--- src/rtl/alu_param_pipe.sv ---
// Parameterised ALU with split-operand capture FSM, wait timeout and a
// fixed-latency multiply path. All outputs are registered and qualified by OUT_VALID.
module alu_param_pipe #(
    parameter int DATA_WIDTH     = 8,
    parameter int CMD_WIDTH      = 4,
    parameter int TIMEOUT_CYCLES = 16,
    parameter int MUL_LATENCY    = 3
) (
    input  logic                      CLK,
    input  logic                      RST,
    input  logic                      CE,
    input  logic                      MODE,
    input  logic                      CIN,
    input  logic [CMD_WIDTH-1:0]      CMD,
    input  logic [1:0]                INP_VALID,
    input  logic [DATA_WIDTH-1:0]     OPA,
    input  logic [DATA_WIDTH-1:0]     OPB,
    output logic [2*DATA_WIDTH-1:0]   RES,
    output logic                      COUT,
    output logic                      OFLOW,
    output logic                      G,
    output logic                      E,
    output logic                      L,
    output logic                      ERR,
    output logic                      OUT_VALID,
    output logic                      BUSY
);
    localparam int W   = DATA_WIDTH;
    localparam int SHW = $clog2(DATA_WIDTH);
    localparam int TW  = $clog2(TIMEOUT_CYCLES + 1);
    localparam int MW  = (MUL_LATENCY > 1) ? $clog2(MUL_LATENCY) : 1;
    localparam logic [TW-1:0] TO_LAST = TW'(TIMEOUT_CYCLES - 1);
    localparam logic [MW-1:0] ML_LAST = MW'(MUL_LATENCY - 1);

    typedef enum logic [2:0] {IDLE, WAIT_A, WAIT_B, EXEC, MUL} state_t;

    state_t          state_reg;
    logic [TW-1:0]   wait_cnt_reg;
    logic [MW-1:0]   mul_cnt_reg;
    logic [W-1:0]    opa_reg;
    logic [W-1:0]    opb_reg;
    logic [CMD_WIDTH-1:0] cmd_reg;
    logic            mode_reg;
    logic            cin_reg;

    logic [31:0]     cmd_i;
    logic            in_mul;
    logic            arrive;
    logic [W:0]      sum_w;
    logic [W-1:0]    logic_w;
    logic [2*W-1:0]  rot_dbl;
    logic [W:0]      mul_x;
    logic [W:0]      mul_y;
    logic [2*W-1:0]  mul_p;
    logic            add_op;
    logic            sub_op;
    logic [2*W-1:0]  alu_res;
    logic            alu_cout, alu_oflow, alu_g, alu_e, alu_l, alu_err;

    assign cmd_i  = 32'(cmd_reg);
    assign in_mul = MODE && ((32'(CMD) == 32'd9) || (32'(CMD) == 32'd10));
    assign arrive = (state_reg == WAIT_A) ? INP_VALID[0] : INP_VALID[1];

    // One shared multiplier; intermediates are W+1 bits, only the low 2W bits are kept.
    always_comb begin
        if (cmd_i == 32'd10) begin
            mul_x = {opa_reg, 1'b0};
            mul_y = {1'b0, opb_reg};
        end else begin
            mul_x = {1'b0, opa_reg} + (W+1)'(1);
            mul_y = {1'b0, opb_reg} + (W+1)'(1);
        end
        mul_p = {{(W-1){1'b0}}, mul_x} * {{(W-1){1'b0}}, mul_y};
    end

    always_comb begin
        alu_res   = '0;
        alu_cout  = 1'b0;
        alu_oflow = 1'b0;
        alu_g     = 1'b0;
        alu_e     = 1'b0;
        alu_l     = 1'b0;
        alu_err   = 1'b0;
        sum_w     = '0;
        logic_w   = '0;
        rot_dbl   = '0;
        add_op    = 1'b0;
        sub_op    = 1'b0;
        if (mode_reg) begin
            case (cmd_i)
                32'd0: begin sum_w = {1'b0, opa_reg} + {1'b0, opb_reg}; add_op = 1'b1; end
                32'd1: begin sum_w = {1'b0, opa_reg} - {1'b0, opb_reg}; sub_op = 1'b1; end
                32'd2: begin
                    sum_w  = {1'b0, opa_reg} + {1'b0, opb_reg} + {{W{1'b0}}, cin_reg};
                    add_op = 1'b1;
                end
                32'd3: begin
                    sum_w  = {1'b0, opa_reg} - {1'b0, opb_reg} - {{W{1'b0}}, cin_reg};
                    sub_op = 1'b1;
                end
                32'd4: begin sum_w = {1'b0, opa_reg} + (W+1)'(1); add_op = 1'b1; end
                32'd5: begin sum_w = {1'b0, opa_reg} - (W+1)'(1); sub_op = 1'b1; end
                32'd6: begin sum_w = {1'b0, opb_reg} + (W+1)'(1); add_op = 1'b1; end
                32'd7: begin sum_w = {1'b0, opb_reg} - (W+1)'(1); sub_op = 1'b1; end
                32'd8: begin
                    alu_g = (opa_reg > opb_reg);
                    alu_e = (opa_reg == opb_reg);
                    alu_l = (opa_reg < opb_reg);
                end
                32'd9, 32'd10: alu_res = mul_p;
                default: alu_err = 1'b1;
            endcase
            // Bit W of a W+1-bit difference is the borrow.
            if (add_op) begin
                alu_res  = {{(W-1){1'b0}}, sum_w};
                alu_cout = sum_w[W];
            end
            if (sub_op) begin
                alu_res   = {{W{1'b0}}, sum_w[W-1:0]};
                alu_oflow = sum_w[W];
            end
        end else begin
            case (cmd_i)
                32'd0:  logic_w = opa_reg & opb_reg;
                32'd1:  logic_w = ~(opa_reg & opb_reg);
                32'd2:  logic_w = opa_reg | opb_reg;
                32'd3:  logic_w = ~(opa_reg | opb_reg);
                32'd4:  logic_w = opa_reg ^ opb_reg;
                32'd5:  logic_w = ~(opa_reg ^ opb_reg);
                32'd6:  logic_w = ~opa_reg;
                32'd7:  logic_w = ~opb_reg;
                32'd8:  logic_w = opa_reg >> 1;
                32'd9:  logic_w = opa_reg << 1;
                32'd10: logic_w = opb_reg >> 1;
                32'd11: logic_w = opb_reg << 1;
                32'd12: begin
                    rot_dbl = {opa_reg, opa_reg} << opb_reg[SHW-1:0];
                    logic_w = rot_dbl[2*W-1:W];
                    alu_err = |opb_reg[W-1:SHW];
                end
                32'd13: begin
                    rot_dbl = {opa_reg, opa_reg} >> opb_reg[SHW-1:0];
                    logic_w = rot_dbl[W-1:0];
                    alu_err = |opb_reg[W-1:SHW];
                end
                default: alu_err = 1'b1;
            endcase
            alu_res = {{W{1'b0}}, logic_w};
        end
    end

    always_ff @(posedge CLK) begin
        if (RST) begin
            state_reg    <= IDLE;
            wait_cnt_reg <= '0;
            mul_cnt_reg  <= '0;
            opa_reg      <= '0;
            opb_reg      <= '0;
            cmd_reg      <= '0;
            mode_reg     <= 1'b0;
            cin_reg      <= 1'b0;
            RES <= '0; COUT <= 1'b0; OFLOW <= 1'b0; G <= 1'b0; E <= 1'b0; L <= 1'b0;
            ERR <= 1'b0; OUT_VALID <= 1'b0; BUSY <= 1'b0;
        end else if (CE) begin
            RES <= '0; COUT <= 1'b0; OFLOW <= 1'b0; G <= 1'b0; E <= 1'b0; L <= 1'b0;
            ERR <= 1'b0; OUT_VALID <= 1'b0;
            case (state_reg)
                IDLE: begin
                    if (INP_VALID[0]) opa_reg <= OPA;
                    if (INP_VALID[1]) opb_reg <= OPB;
                    wait_cnt_reg <= '0;
                    case (INP_VALID)
                        2'b11: begin
                            cmd_reg     <= CMD;
                            mode_reg    <= MODE;
                            cin_reg     <= CIN;
                            mul_cnt_reg <= '0;
                            BUSY        <= in_mul;
                            state_reg   <= in_mul ? MUL : EXEC;
                        end
                        2'b01:   state_reg <= WAIT_B;
                        2'b10:   state_reg <= WAIT_A;
                        default: state_reg <= IDLE;
                    endcase
                end
                WAIT_A, WAIT_B: begin
                    if (arrive) begin
                        if (state_reg == WAIT_A) opa_reg <= OPA;
                        else                     opb_reg <= OPB;
                        cmd_reg      <= CMD;
                        mode_reg     <= MODE;
                        cin_reg      <= CIN;
                        wait_cnt_reg <= '0;
                        mul_cnt_reg  <= '0;
                        BUSY         <= in_mul;
                        state_reg    <= in_mul ? MUL : EXEC;
                    end else if (wait_cnt_reg == TO_LAST) begin
                        OUT_VALID    <= 1'b1;
                        ERR          <= 1'b1;
                        opa_reg      <= '0;
                        opb_reg      <= '0;
                        wait_cnt_reg <= '0;
                        state_reg    <= IDLE;
                    end else begin
                        wait_cnt_reg <= wait_cnt_reg + 1'b1;
                    end
                end
                EXEC: begin
                    RES <= alu_res; COUT <= alu_cout; OFLOW <= alu_oflow;
                    G <= alu_g; E <= alu_e; L <= alu_l; ERR <= alu_err;
                    OUT_VALID <= 1'b1;
                    state_reg <= IDLE;
                end
                MUL: begin
                    if (mul_cnt_reg == ML_LAST) begin
                        RES       <= alu_res;
                        ERR       <= alu_err;
                        OUT_VALID <= 1'b1;
                        BUSY      <= 1'b0;
                        state_reg <= IDLE;
                    end else begin
                        mul_cnt_reg <= mul_cnt_reg + 1'b1;
                    end
                end
                default: state_reg <= IDLE;
            endcase
        end
    end

endmodule
--- config.mk ---
export PLATFORM = sky130hd
export DESIGN_NAME = alu_param_pipe
export DESIGN_NICKNAME = d
export VERILOG_FILES = /design/src/rtl/alu_param_pipe.sv
export SDC_FILE = /design/constraint.sdc
export NUM_CORES = 1
export LEC_CHECK = 0
export BUFFER_PORTS_ARGS = -buffer_cell sky130_fd_sc_hd__buf_2
export CORE_MARGIN = 3
export CORE_UTILIZATION = 60
export CTS_BUF_LIST = sky130_fd_sc_hd__clkbuf_2 sky130_fd_sc_hd__clkbuf_4 sky130_fd_sc_hd__clkbuf_8
export DETAILED_ROUTE_END_ITERATION = 7
export HOLD_SLACK_MARGIN = 0.06
export PLACE_DENSITY = 0.79
export RECOVER_POWER = 50
export SLEW_MARGIN = 20
export SYNTH_ARGS = -nofsm -noshare
export SYNTH_HDL_FRONTEND = slang
export SYNTH_SLANG_ARGS = --single-unit
export TNS_END_PERCENT = 1
--- constraint.sdc ---
create_clock -name CLK -period 7.5 [get_ports CLK]
set_input_delay 1.5 -clock CLK [delete_from_list [all_inputs] [get_ports CLK]]
set_output_delay 1.5 -clock CLK [all_outputs]
set_load 0.02 [all_outputs]
After elaboration in Yosys (flattened, before gate mapping)
Cells that the tools add are included.
- register bits: 56
- input bits: 27
- output and inout port bits: 24
- word-level logic and storage cells: 169
- $add $sub $neg: 10
- multiply operators: 1
- magnitude comparators: 2
- eq/ne operators: 34
- shift operators: 2
- mux-type cells: 74
- bitwise operators: 8
- reductions and logical operators: 21
- operators by type and width (cell ; number):
    $pmux W8 S14 ; 1
    $mux W16 ; 5
    $pmux W9 S8 ; 1
    $mux W8 ; 7
    $not A8 Y8 ; 5
    $mux W1 ; 33
    $eq A4 B4 Y1 const B ; 8
    $logic_not A32 Y1 ; 1
    $pmux W16 S2 ; 1
    $pmux W8 S2 ; 2
    $reduce_and A5 Y1 ; 4
    $add A8 B1 Y9 const B ; 2
    $mux W9 ; 2
    $pmux W3 S3 ; 2
    $sub A8 B1 Y9 const B ; 2
    $eq A4 B3 Y1 const B ; 4
    $mul A9 B9 Y16 ; 1
    $shl A16 B3 Y16 ; 1
    $shr A16 B3 Y8 ; 1
    $mux W3 ; 4
    $reduce_or A12 Y1 ; 1
    $reduce_or A11 Y1 ; 1
    $mux W5 ; 2
    $ne A2 B2 Y1 const B ; 5
    40 further kinds ; 56

Logic depth before layout (Yosys ltp)
Gate-level depths: netlist of the first run.
- depth after elaboration: 9
- gate-level depth with buffers: 25
- depth with buffers taken out: 23

Worst setup path after synthesis of the first run
Ideal clock, no wire load.
- kind: register -> register
- from: register cmd_reg[2]
- to: register RES[14]
- library setup time: 0.118 ns
- arrival: 5.535 ns
- required time: 7.382 ns
- setup slack: 1.846 ns
- cell stages (with the launch flop): 25
- buffers on the path: 3
- clock period less this slack: 5.654 ns
- cells stage by stage: dfxtp_1 buf_2 nor2b_1 clkbuf_1 nand2_1 clkbuf_1 nand2_1 a21boi_0 nand2_1 fa_1 inv_1 fa_1 ha_1 inv_1 fa_1 inv_1 fa_1 a21o_1 a21oi_1 nor2b_1 o21a_1 o41a_1 a311oi_1 xor2_1 o21ai_1
- cells in the longest elaborated chain, start to end: 9
- elaborated cells between the ends (all ways): 26
- classes of those cells: mul (1); eq/ne (9); mux (12); reduce/logical (4)
- ends and longest elaborated chain (item ; line ; RTL):
    start, declared ; 42 ; logic [CMD_WIDTH-1:0] cmd_reg;
    start signal, assigned ; 159 ; cmd_reg <= '0;
    start signal, assigned ; 174 ; cmd_reg <= CMD;
    start signal, assigned ; 190 ; cmd_reg <= CMD;
    $eq A4 B4 Y1 (tied with other cells) ; 66, 90 ;
    $mux W9 or $reduce_or A4 Y1 (tied branches) ; - ;
    $mul A9 B9 Y16 or $mux W1 (tied branches) ; 73, 90 ;
    $mux W16 or $mux W1 (tied branches) ; 90, 89 ;
    $mux W16 ; 114 ; if (add_op) begin
    $mux W16 * ; 118 ; if (sub_op) begin
    $mux W16 * ; 89 ; if (mode_reg) begin
    $mux W16 ; 215 ; if (mul_cnt_reg == ML_LAST) begin
    $pmux W16 S2 * ; 167 ; case (state_reg)
    end signal, assigned ; 209 ; RES <= alu_res; COUT <= alu_cout; OFLOW <= alu_oflow;
    end signal, assigned ; 216 ; RES <= alu_res;
    end, declared ; 18 ; output logic [2*DATA_WIDTH-1:0] RES,
Every way passes the cells marked *; elsewhere a longest branch is shown, timed or not. The select of a mux whose other input is x is not followed.
A chain may end at the register's enable or synchronous reset.

Worst setup path in the final report of the first run
- from: register opa_reg[1]
- to: register RES[14]
- cells in the longest elaborated chain, start to end: 9
- ends and longest elaborated chain (item ; line ; RTL):
    start, declared ; 40 ; logic [W-1:0] opa_reg;
    start signal, assigned ; 157 ; opa_reg <= '0;
    start signal, assigned ; 169 ; if (INP_VALID[0]) opa_reg <= OPA;
    start signal, assigned ; 188 ; if (state_reg == WAIT_A) opa_reg <= OPA;
    $add A8 B1 Y9 ; 70 ; mul_x = {1'b0, opa_reg} + (W+1)'(1);
    $mux W9 * ; 66 ; if (cmd_i == 32'd10) begin
    $mul A9 B9 Y16 * ; 73 ; mul_p = {{(W-1){1'b0}}, mul_x} * {{(W-1){1'b0}}, mul_y};
    $mux W16 * ; 90 ; case (cmd_i)
    $mux W16 * ; 114 ;
    $mux W16 * ; 118 ;
    $mux W16 * ; 89 ;
    $mux W16 ; 215 ;
    $pmux W16 S2 * ; 167 ;
Every way passes the cells marked *; elsewhere a longest branch is shown, timed or not.

==> results of run 1 <==
worst max-delay path: stages (launching register included):
cell and delay, ns:
sky130_fd_sc_hd__dfxtp_1 0.90, sky130_fd_sc_hd__ha_1 0.32, sky130_fd_sc_hd__nand3_1 0.15, sky130_fd_sc_hd__xnor2_1 0.20, sky130_fd_sc_hd__nand2_1 0.10, sky130_fd_sc_hd__a21boi_0 0.58, sky130_fd_sc_hd__nand2_1 0.16, sky130_fd_sc_hd__fa_1 0.53
sky130_fd_sc_hd__inv_1 0.05, sky130_fd_sc_hd__fa_1 0.45, sky130_fd_sc_hd__ha_1 0.29, sky130_fd_sc_hd__inv_1 0.05, sky130_fd_sc_hd__fa_1 0.52, sky130_fd_sc_hd__inv_1 0.07, sky130_fd_sc_hd__fa_1 0.46, sky130_fd_sc_hd__a21o_1 0.18
sky130_fd_sc_hd__a21oi_1 0.34, sky130_fd_sc_hd__nor2b_1 0.09, sky130_fd_sc_hd__o21a_1 0.19, sky130_fd_sc_hd__o41a_1 0.34, sky130_fd_sc_hd__a311oi_1 0.34, sky130_fd_sc_hd__xor2_1 0.19, sky130_fd_sc_hd__o21ai_1 0.08
stage by stage:
stage	std cells	utilization
3_3_place_gp	1351	0.641
4_1_cts	1359	0.647
3_5_place_dp	1351	0.641
5_1_grt	1359	0.645
2_1_floorplan	1166	-
6_report	1359	0.645
synthesized netlist by cell type, types with 24 or more instances:
| library cell | instances | area, sq um |
|---|---|---|
| sky130_fd_sc_hd__dfxtp_1 | 56 | 1120 |
| sky130_fd_sc_hd__xnor2_1 | 53 | 464 |
| sky130_fd_sc_hd__a21oi_1 | 72 | 360 |
| sky130_fd_sc_hd__inv_1 | 107 | 402 |
| sky130_fd_sc_hd__mux2i_1 | 24 | 240 |
| sky130_fd_sc_hd__nor3_1 | 33 | 165 |
| sky130_fd_sc_hd__ha_1 | 64 | 801 |
| sky130_fd_sc_hd__fa_1 | 51 | 1020 |
| sky130_fd_sc_hd__nand2_1 | 98 | 368 |
| sky130_fd_sc_hd__nor2_1 | 169 | 634 |
| sky130_fd_sc_hd__clkbuf_1 | 42 | 158 |
| sky130_fd_sc_hd__o21ai_0 | 42 | 210 |
power by group:
part | internal, mW | total (mW) | switching, mW
combinational | 0.223 | 0.610 | 0.387
sequential | 0.309 | 0.337 | 0.0282
clock | 0.0666 | 0.172 | 0.106
path summary, 6_finish.rpt:
kind	startpoint	end	slack, ns	cells after the start
max	opa_reg[1]	RES[14]	0.80	22
min	RES[2]	RES[2]	0.47	2
max reg2reg	opa_reg[1]	RES[14]	0.80	22
min reg2reg	RES[2]	RES[2]	0.47	2
per-layer routing:
layer  up-vias  global-route usage
met5         -                   0
met4         0               0.165
met3       142              0.0712
met2       546               0.571
met1      4214               0.482
li1       4080                   -
area by class of cell:
cell class / instances / area (sq um)
Tap cell: 180 / 225
Clock buffer: 5 / 68.8
Sequential cell: 56 / 1120
Timing Repair Buffer: 72 / 379
Multi-Input combinational cell: 933 / 6790
Clock inverter: 3 / 21.3
Fill cell: 1312 / 4970
Inverter: 110 / 413
cells in the final DEF, fill, tap and decap left out, drive strengths merged, types with 13 or more instances in the layout:
cell type  instances
a22oi             16
nor3              33
clkbuf            32
mux2i             24
xor2              16
ha                64
fa                51
o22ai             18
nand2b            23
a211oi            15
nand2             98
o21ai             49
buf               45
xnor2             53
dfxtp             56
a21oi             72
nand3             23
inv              108
nor3b             23
nor2             169
o211ai            13
nor2b             13
logic make-up (layout without fill, tap and decap cells):
| kind of cell | after synthesis | after routing | share of synthesized area |
|---|---|---|---|
| and+or+nand+nor | 443 | 443 | 0.246 |
| AOI/OAI and AO/OA | 274 | 274 | 0.212 |
| buffers and inverters | 177 | 190 | 0.0841 |
| adders and majority gates | 115 | 115 | 0.211 |
| xor gates and xnor gates | 70 | 70 | 0.0726 |
| DFF | 56 | 56 | 0.130 |
| muxes | 31 | 31 | 0.0435 |
==> flow_summary.rst, run 1 <==
.. list-table::
   :header-rows: 1

   * - Metric
     - Value
   * - Total Nets Final
     - 1320
   * - Highest routed metal layer
     - met4
   * - CTS clk-pin slew, worst paths
     - 0.11 ns
   * - Weighted congestion reported at the end of routability-driven placement
     - 1.13
   * - Unrepaired setup endpoints after global routing
     - no
   * - Die Wd
     - 126 microns
   * - Syn_nets
     - 1308
   * - TritonCTS clock tree
     - yes
   * - Count of pins over their slew limit
     - 0
   * - Data required time at the worst endpoint
     - 7.73 ns
   * - Sum of met2 wire segment lengths after detailed routing
     - 12700 microns
   * - Final setup violation count
     - 0
   * - Total power
     - 1.12 mW
   * - Initial Utilization
     - 0.617
   * - Critical path startpoint category
     - register
   * - Placeable Area
     - 14000 sq um
   * - Max Cap Violations
     - 0
   * - # DRC
     - 0
   * - I/O pins
     - 51
   * - Final design area excluding fillers
     - 9020 sq um
   * - Cell leakage power
     - 3.71 nW
   * - Final hold slack
     - 0.472 ns
   * - I/O Buffers
     - 50
   * - Sum of met3 wire segment lengths after detailed routing
     - 3200 microns
   * - Total iterations of the first detailed-routing run
     - 8
   * - Antenna-violating nets left
     - 0
   * - Number of vias per cell after detailed routing
     - 6.61
   * - WL per Instance
     - 21.3 microns
   * - Most instantiated flip-flop cell in the synthesis netlist
     - sky130_fd_sc_hd__dfxtp_1
   * - Post-Route WL
     - 28900 microns
   * - Post-cts sizing count
     - 0
   * - Synthesized area per cell
     - 7.40 sq um
   * - Final critical path time including I/O delays and setup
     - 6.70 ns
   * - Worst slew margin
     - 0.271
   * - Number of clock sinks
     - 56
   * - Number of global-route vias before repair
     - 8578
   * - Netlist Area Pre-Place
     - 8630 sq um
   * - Gate count after technology mapping
     - 1166
   * - Largest net degree at the start of global routing
     - 60
   * - Worst Setup Path Type
     - register to register
   * - Maximum fanout count along the critical path
     - 17
   * - Worst-case setup margin in the final layout
     - 0.799 ns
   * - Placed Area
     - 8960 sq um
   * - Power density over the cells
     - 124 nW/um^2
   * - Count of routing violations after the opening detailed-route iteration
     - 1038
   * - Worst hold path class
     - register to register
   * - Register bit total from synthesis
     - 56
   * - Arrival time at the worst endpoint
     - 6.93 ns
   * - Number of synthesized flops with an enable pin
     - 0
   * - Worst slack at placement
     - 0.926 ns
   * - Remaining global-route overflow
     - 0
   * - Total global routing track utilization
     - 0.362
   * - Inserted Clock Buffers
     - 5
   * - Fraction of the yosys area taken by sequential cells
     - 0.130
   * - Run status
     - finished clean
   * - Fin Setup TNS
     - 0 ns
   * - Synth async-reset ratio
     - 0
   * - Floorplan die area
     - 15900 sq um
   * - Depth of the CTS H-tree
     - 2
   * - Final cycle utilization of the critical path
     - 0.894
   * - CTS root buf
     - sky130_fd_sc_hd__clkbuf_8
   * - First-pass GRT wire length
     - 46300 microns
   * - Antenna diode count
     - 0
   * - Height of the chip
     - 126 microns
   * - Number of buffers on the longest clock path
     - 2
   * - Kind of end point of the critical path
     - register
   * - Number of flip-flops under the largest register name
     - 16
   * - Antenna violations before repair
     - 0
   * - Hold violation total from the final report
     - 0
   * - Clock latency reported for the late side of the worst-skew pair
     - 0.33 ns
   * - Hold_buf cts
     - 0
   * - Achievable Freq
     - 149 MHz
   * - Highest ir drop seen on vdd
     - 0.117 mV
   * - Count of yosys warnings during synthesis
     - 0
   * - Total vias in the final route
     - 8982
   * - Worst-margin pin slew
     - 1.09 ns
   * - Count of cell types in the netlist
     - 85
   * - Fin Clk Skew
     - 0.0120 ns
   * - Post-CTS Repair Setup Buffers
     - 0
   * - M1 wire length
     - 11300 microns
   * - Number of placement rows
     - 43
   * - Post-synthesis to final-layout area growth
     - 4.51%
   * - Dpl hpwl
     - 22500 microns
   * - Share of cells above drive strength 1
     - 0.0729
Note: power is estimated with default switching activity, not from simulation.
==> run 2: changes to the inputs <==
Settings changed: CTS_BUF_LIST sky130_fd_sc_hd__clkbuf_2 sky130_fd_sc_hd__clkbuf_4 sky130_fd_sc_hd__clkbuf_8 to not set.
==> run 2 against run 1 <==
Against the previous run:
- clock power grew 38%
- final cell count unchanged
- clock-buffer cell count did not move
- hold slack worse by 0.0032 ns
- critical path depth is the same
- wire length rose by 0.12%
==> flow_summary.rst, run 2 (same netlist as run 1, synthesis figures left out) <==
.. list-table::
   :header-rows: 1

   * - Metric
     - Value
   * - Worst-case setup margin in the final layout
     - 0.850 ns (was 0.799 ns)
   * - Depth of the most critical reg-to-reg path
     - 22 (unchanged)
   * - Final hold slack
     - 0.468 ns (was 0.472 ns)
   * - End of the worst register-to-register path
     - RES[14] (unchanged)
   * - Final critical path time including I/O delays and setup
     - 6.65 ns (was 6.70 ns)
   * - Register-to-Register Setup Slack
     - 0.85 ns (was 0.80 ns)
   * - Power density over the cells
     - 131 nW/um^2 (was 124 nW/um^2)
   * - WP depth
     - 22 (unchanged)
   * - Arrival time at the worst endpoint
     - 6.84 ns (was 6.93 ns)
   * - Worst slack at placement
     - 0.926 ns (unchanged)
   * - Leading cell type in the layout, fill and taps excluded
     - sky130_fd_sc_hd__nor2_1 (unchanged)
   * - Antenna-violating nets left
     - 0 (unchanged)
   * - Placeable Area
     - 14000 sq um (unchanged)
   * - Count of routing violations after the opening detailed-route iteration
     - 1057 (was 1038)
   * - Worst min-delay path startpoint
     - RES[2] (unchanged)
   * - Highest ir drop seen on vdd
     - 0.116 mV (was 0.117 mV)
   * - Inserted Clock Buffers
     - 5 (unchanged)
   * - Switching Power
     - 0.528 mW (was 0.521 mW)
   * - Antenna diode count
     - 0 (unchanged)
   * - TritonCTS clock tree
     - yes (unchanged)
   * - Internal power component
     - 0.657 mW (was 0.598 mW)
   * - Stage delay of the slowest cell on the critical path
     - 0.87 ns (was 0.90 ns)
   * - Fin Clk Skew
     - 0.00755 ns (was 0.0120 ns)
   * - Switching Fraction
     - 0.446 (was 0.465)
   * - Worst Setup Path Type
     - register to register (unchanged)
   * - Sequential group share of total power
     - 0.284 (was 0.301)
   * - Critical Path Most Common Cell
     - sky130_fd_sc_hd__fa_1 (unchanged)
   * - Share of cells above drive strength 1
     - 0.0729 (unchanged)
   * - Depth of the CTS H-tree
     - 2 (unchanged)
   * - Hold violation total from the final report
     - 0 (unchanged)
   * - Floorplan die area
     - 15900 sq um (unchanged)
   * - # DRC
     - 0 (unchanged)
   * - Total global routing track utilization
     - 0.363 (was 0.362)
   * - Max Cap Violations
     - 0 (unchanged)
   * - Max stage delay cell, worst path
     - sky130_fd_sc_hd__dfxtp_1 (unchanged)
   * - Maximum fanout count along the critical path
     - 17 (unchanged)
   * - Cell leakage power
     - 3.73 nW (was 3.71 nW)
   * - Total Nets Final
     - 1320 (unchanged)
   * - Count of placed standard cells including taps
     - 1351 (unchanged)
   * - Count of pins over their slew limit
     - 0 (unchanged)
   * - Critical R2R Launch
     - opa_reg[1] (unchanged)
   * - Kind of end point of the critical path
     - register (unchanged)
   * - Layout filler cell count
     - 1303 (was 1312)
   * - Number of flip-flops under the largest register name
     - 16 (unchanged)
   * - Number of placement rows
     - 43 (unchanged)
   * - Height of the chip
     - 126 microns (unchanged)
   * - I/O Buffers
     - 50 (unchanged)
   * - Data required time at the worst endpoint
     - 7.69 ns (was 7.73 ns)
   * - Clock latency reported for the late side of the worst-skew pair
     - 0.30 ns (was 0.33 ns)
   * - Number of buffers on the longest clock path
     - 2 (unchanged)
   * - Worst slew margin
     - 0.290 (was 0.271)
   * - Critical path startpoint category
     - register (unchanged)
   * - Dpl hpwl
     - 22500 microns (unchanged)
   * - Total vias in the final route
     - 8933 (was 8982)
   * - Final Instance Count excl. Fillers
     - 1359 (unchanged)
   * - Worst-margin pin slew
     - 1.06 ns (was 1.09 ns)
   * - Remaining global-route overflow
     - 0 (unchanged)
   * - Largest net degree at the start of global routing
     - 60 (unchanged)
   * - Run status
     - finished clean (unchanged)
   * - Setup crit start
     - opa_reg[1] (unchanged)
   * - Post-cts sizing count
     - 0 (unchanged)
   * - Endpoint, Worst Hold
     - RES[2] (unchanged)
   * - Number of clock sinks
     - 56 (unchanged)
   * - I/O pins
     - 51 (unchanged)
   * - Top Family by Delay on Critical Path
     - adder cells (unchanged)
   * - Initial Utilization
     - 0.617 (unchanged)
   * - Post-synthesis to final-layout area growth
     - 5.16% (was 4.51%)
   * - Post-CTS Repair Setup Buffers
     - 0 (unchanged)
   * - Unrepaired setup endpoints after global routing
     - no (unchanged)
   * - Final cycle utilization of the critical path
     - 0.887 (was 0.894)
   * - Weighted congestion reported at the end of routability-driven placement
     - 1.13 (unchanged)
   * - Buffering stage count on the worst path with inverters included
     - 3 (unchanged)
   * - Fin Setup TNS
     - 0 ns (unchanged)
   * - Commonest cells after routing, fill and taps aside
     - sky130_fd_sc_hd__nor2_1 (169), sky130_fd_sc_hd__inv_1 (107), sky130_fd_sc_hd__nand2_1 (98) (unchanged)
   * - Worst hold path class
     - register to register (unchanged)
   * - Total iterations of the first detailed-routing run
     - 8 (unchanged)
   * - Achievable Freq
     - 150 MHz (was 149 MHz)
   * - Post-Route WL
     - 29000 microns (was 28900 microns)
   * - Antenna violations before repair
     - 0 (unchanged)
   * - CTS root buf
     - sky130_fd_sc_hd__clkbuf_16 (was sky130_fd_sc_hd__clkbuf_8)
   * - Final setup violation count
     - 0 (unchanged)
   * - WL per Instance
     - 21.3 microns (about the same)
   * - Portion of total power attributed to the clock network
     - 0.201 (was 0.154)
   * - Ordered list of cells on the worst path
     - ha_1 > nand3_1 > xnor2_1 > nand2_1 > a21boi_0 > nand2_1 > fa_1 > inv_1 > fa_1 > ha_1 > inv_1 > fa_1 > inv_1 > fa_1 > a21o_1 > a21oi_1 > nor2b_1 > o21a_1 > o41a_1 > a311oi_1 > xor2_1 > o21ai_1 (unchanged)
   * - Logic pwr share
     - 0.515 (was 0.545)
   * - First-pass GRT wire length
     - 46500 microns (was 46300 microns)
   * - Number of vias per cell after detailed routing
     - 6.57 (was 6.61)
   * - Number of global-route vias before repair
     - 8603 (was 8578)
   * - Hold_buf cts
     - 0 (unchanged)
   * - Hold Path Depth
     - 2 (unchanged)
   * - CTS clk-pin slew, worst paths
     - 0.07 ns (was 0.11 ns)
   * - Die Wd
     - 126 microns (unchanged)
run 2: worst max path at each step:
stage / to / slack [ns]
after floorplan: RES[14] / 1.85
after global placement: RES[14] / 1.16
after detailed placement: RES[14] / 0.93
after CTS: RES[14] / 0.89
after global routing: RES[14] / 0.43
final: RES[14] / 0.85
run 2: worst reg2reg max path: stages, from the launching register on:
cell	delay (ns)
sky130_fd_sc_hd__dfxtp_1	0.87
sky130_fd_sc_hd__ha_1	0.33
sky130_fd_sc_hd__nand3_1	0.15
sky130_fd_sc_hd__xnor2_1	0.20
sky130_fd_sc_hd__nand2_1	0.10
sky130_fd_sc_hd__a21boi_0	0.54
sky130_fd_sc_hd__nand2_1	0.16
sky130_fd_sc_hd__fa_1	0.53
sky130_fd_sc_hd__inv_1	0.05
sky130_fd_sc_hd__fa_1	0.45
sky130_fd_sc_hd__ha_1	0.29
sky130_fd_sc_hd__inv_1	0.05
sky130_fd_sc_hd__fa_1	0.52
sky130_fd_sc_hd__inv_1	0.07
sky130_fd_sc_hd__fa_1	0.46
sky130_fd_sc_hd__a21o_1	0.18
sky130_fd_sc_hd__a21oi_1	0.35
sky130_fd_sc_hd__nor2b_1	0.10
sky130_fd_sc_hd__o21a_1	0.20
sky130_fd_sc_hd__o41a_1	0.34
sky130_fd_sc_hd__a311oi_1	0.34
sky130_fd_sc_hd__xor2_1	0.19
sky130_fd_sc_hd__o21ai_1	0.08
run 2: through the flow:
step / total power [mW] / instance area [sq um] / util
CTS: 1.17 / 9110 / 0.651
finish: 1.18 / 9070 / 0.649
detailed placement: 0.932 / 8960 / 0.641
global placement: 0.927 / 8960 / 0.641
floorplan: 0.782 / 8630 / -
global route: 1.25 / 9070 / 0.649
run 2: cell type report:
class	instances	area [sq um]	area share
Multi-Input combinational cell	933	6790	0.748
Sequential cell	56	1120	0.124
Clock buffer	5	125	0.0138
Clock inverter	3	21.3	0.00234
Timing Repair Buffer	72	379	0.0418
Inverter	110	413	0.0455
Tap cell	180	225	0.0248
run 2: routing by layer:
metal  track usage  part of all wire  up-vias  routed length (microns)
met5             0                 0        -                        0
met4         0.175             0.057        0                     1650
met3        0.0768              0.11      118                     3180
met2         0.565              0.44      552                    12800
met1         0.483              0.39     4192                    11300
li1              -                 -     4071                        -
run 2: power groups by stage:
stage                     Clock (mW)  Sequential [mW]  Combinational [mW]
final                          0.238            0.337               0.610
after global routing           0.252            0.337               0.663
after CTS                      0.241            0.334               0.594
after detailed placement           0            0.341               0.591
after global placement             0            0.341               0.587
after floorplan                    0            0.325               0.457
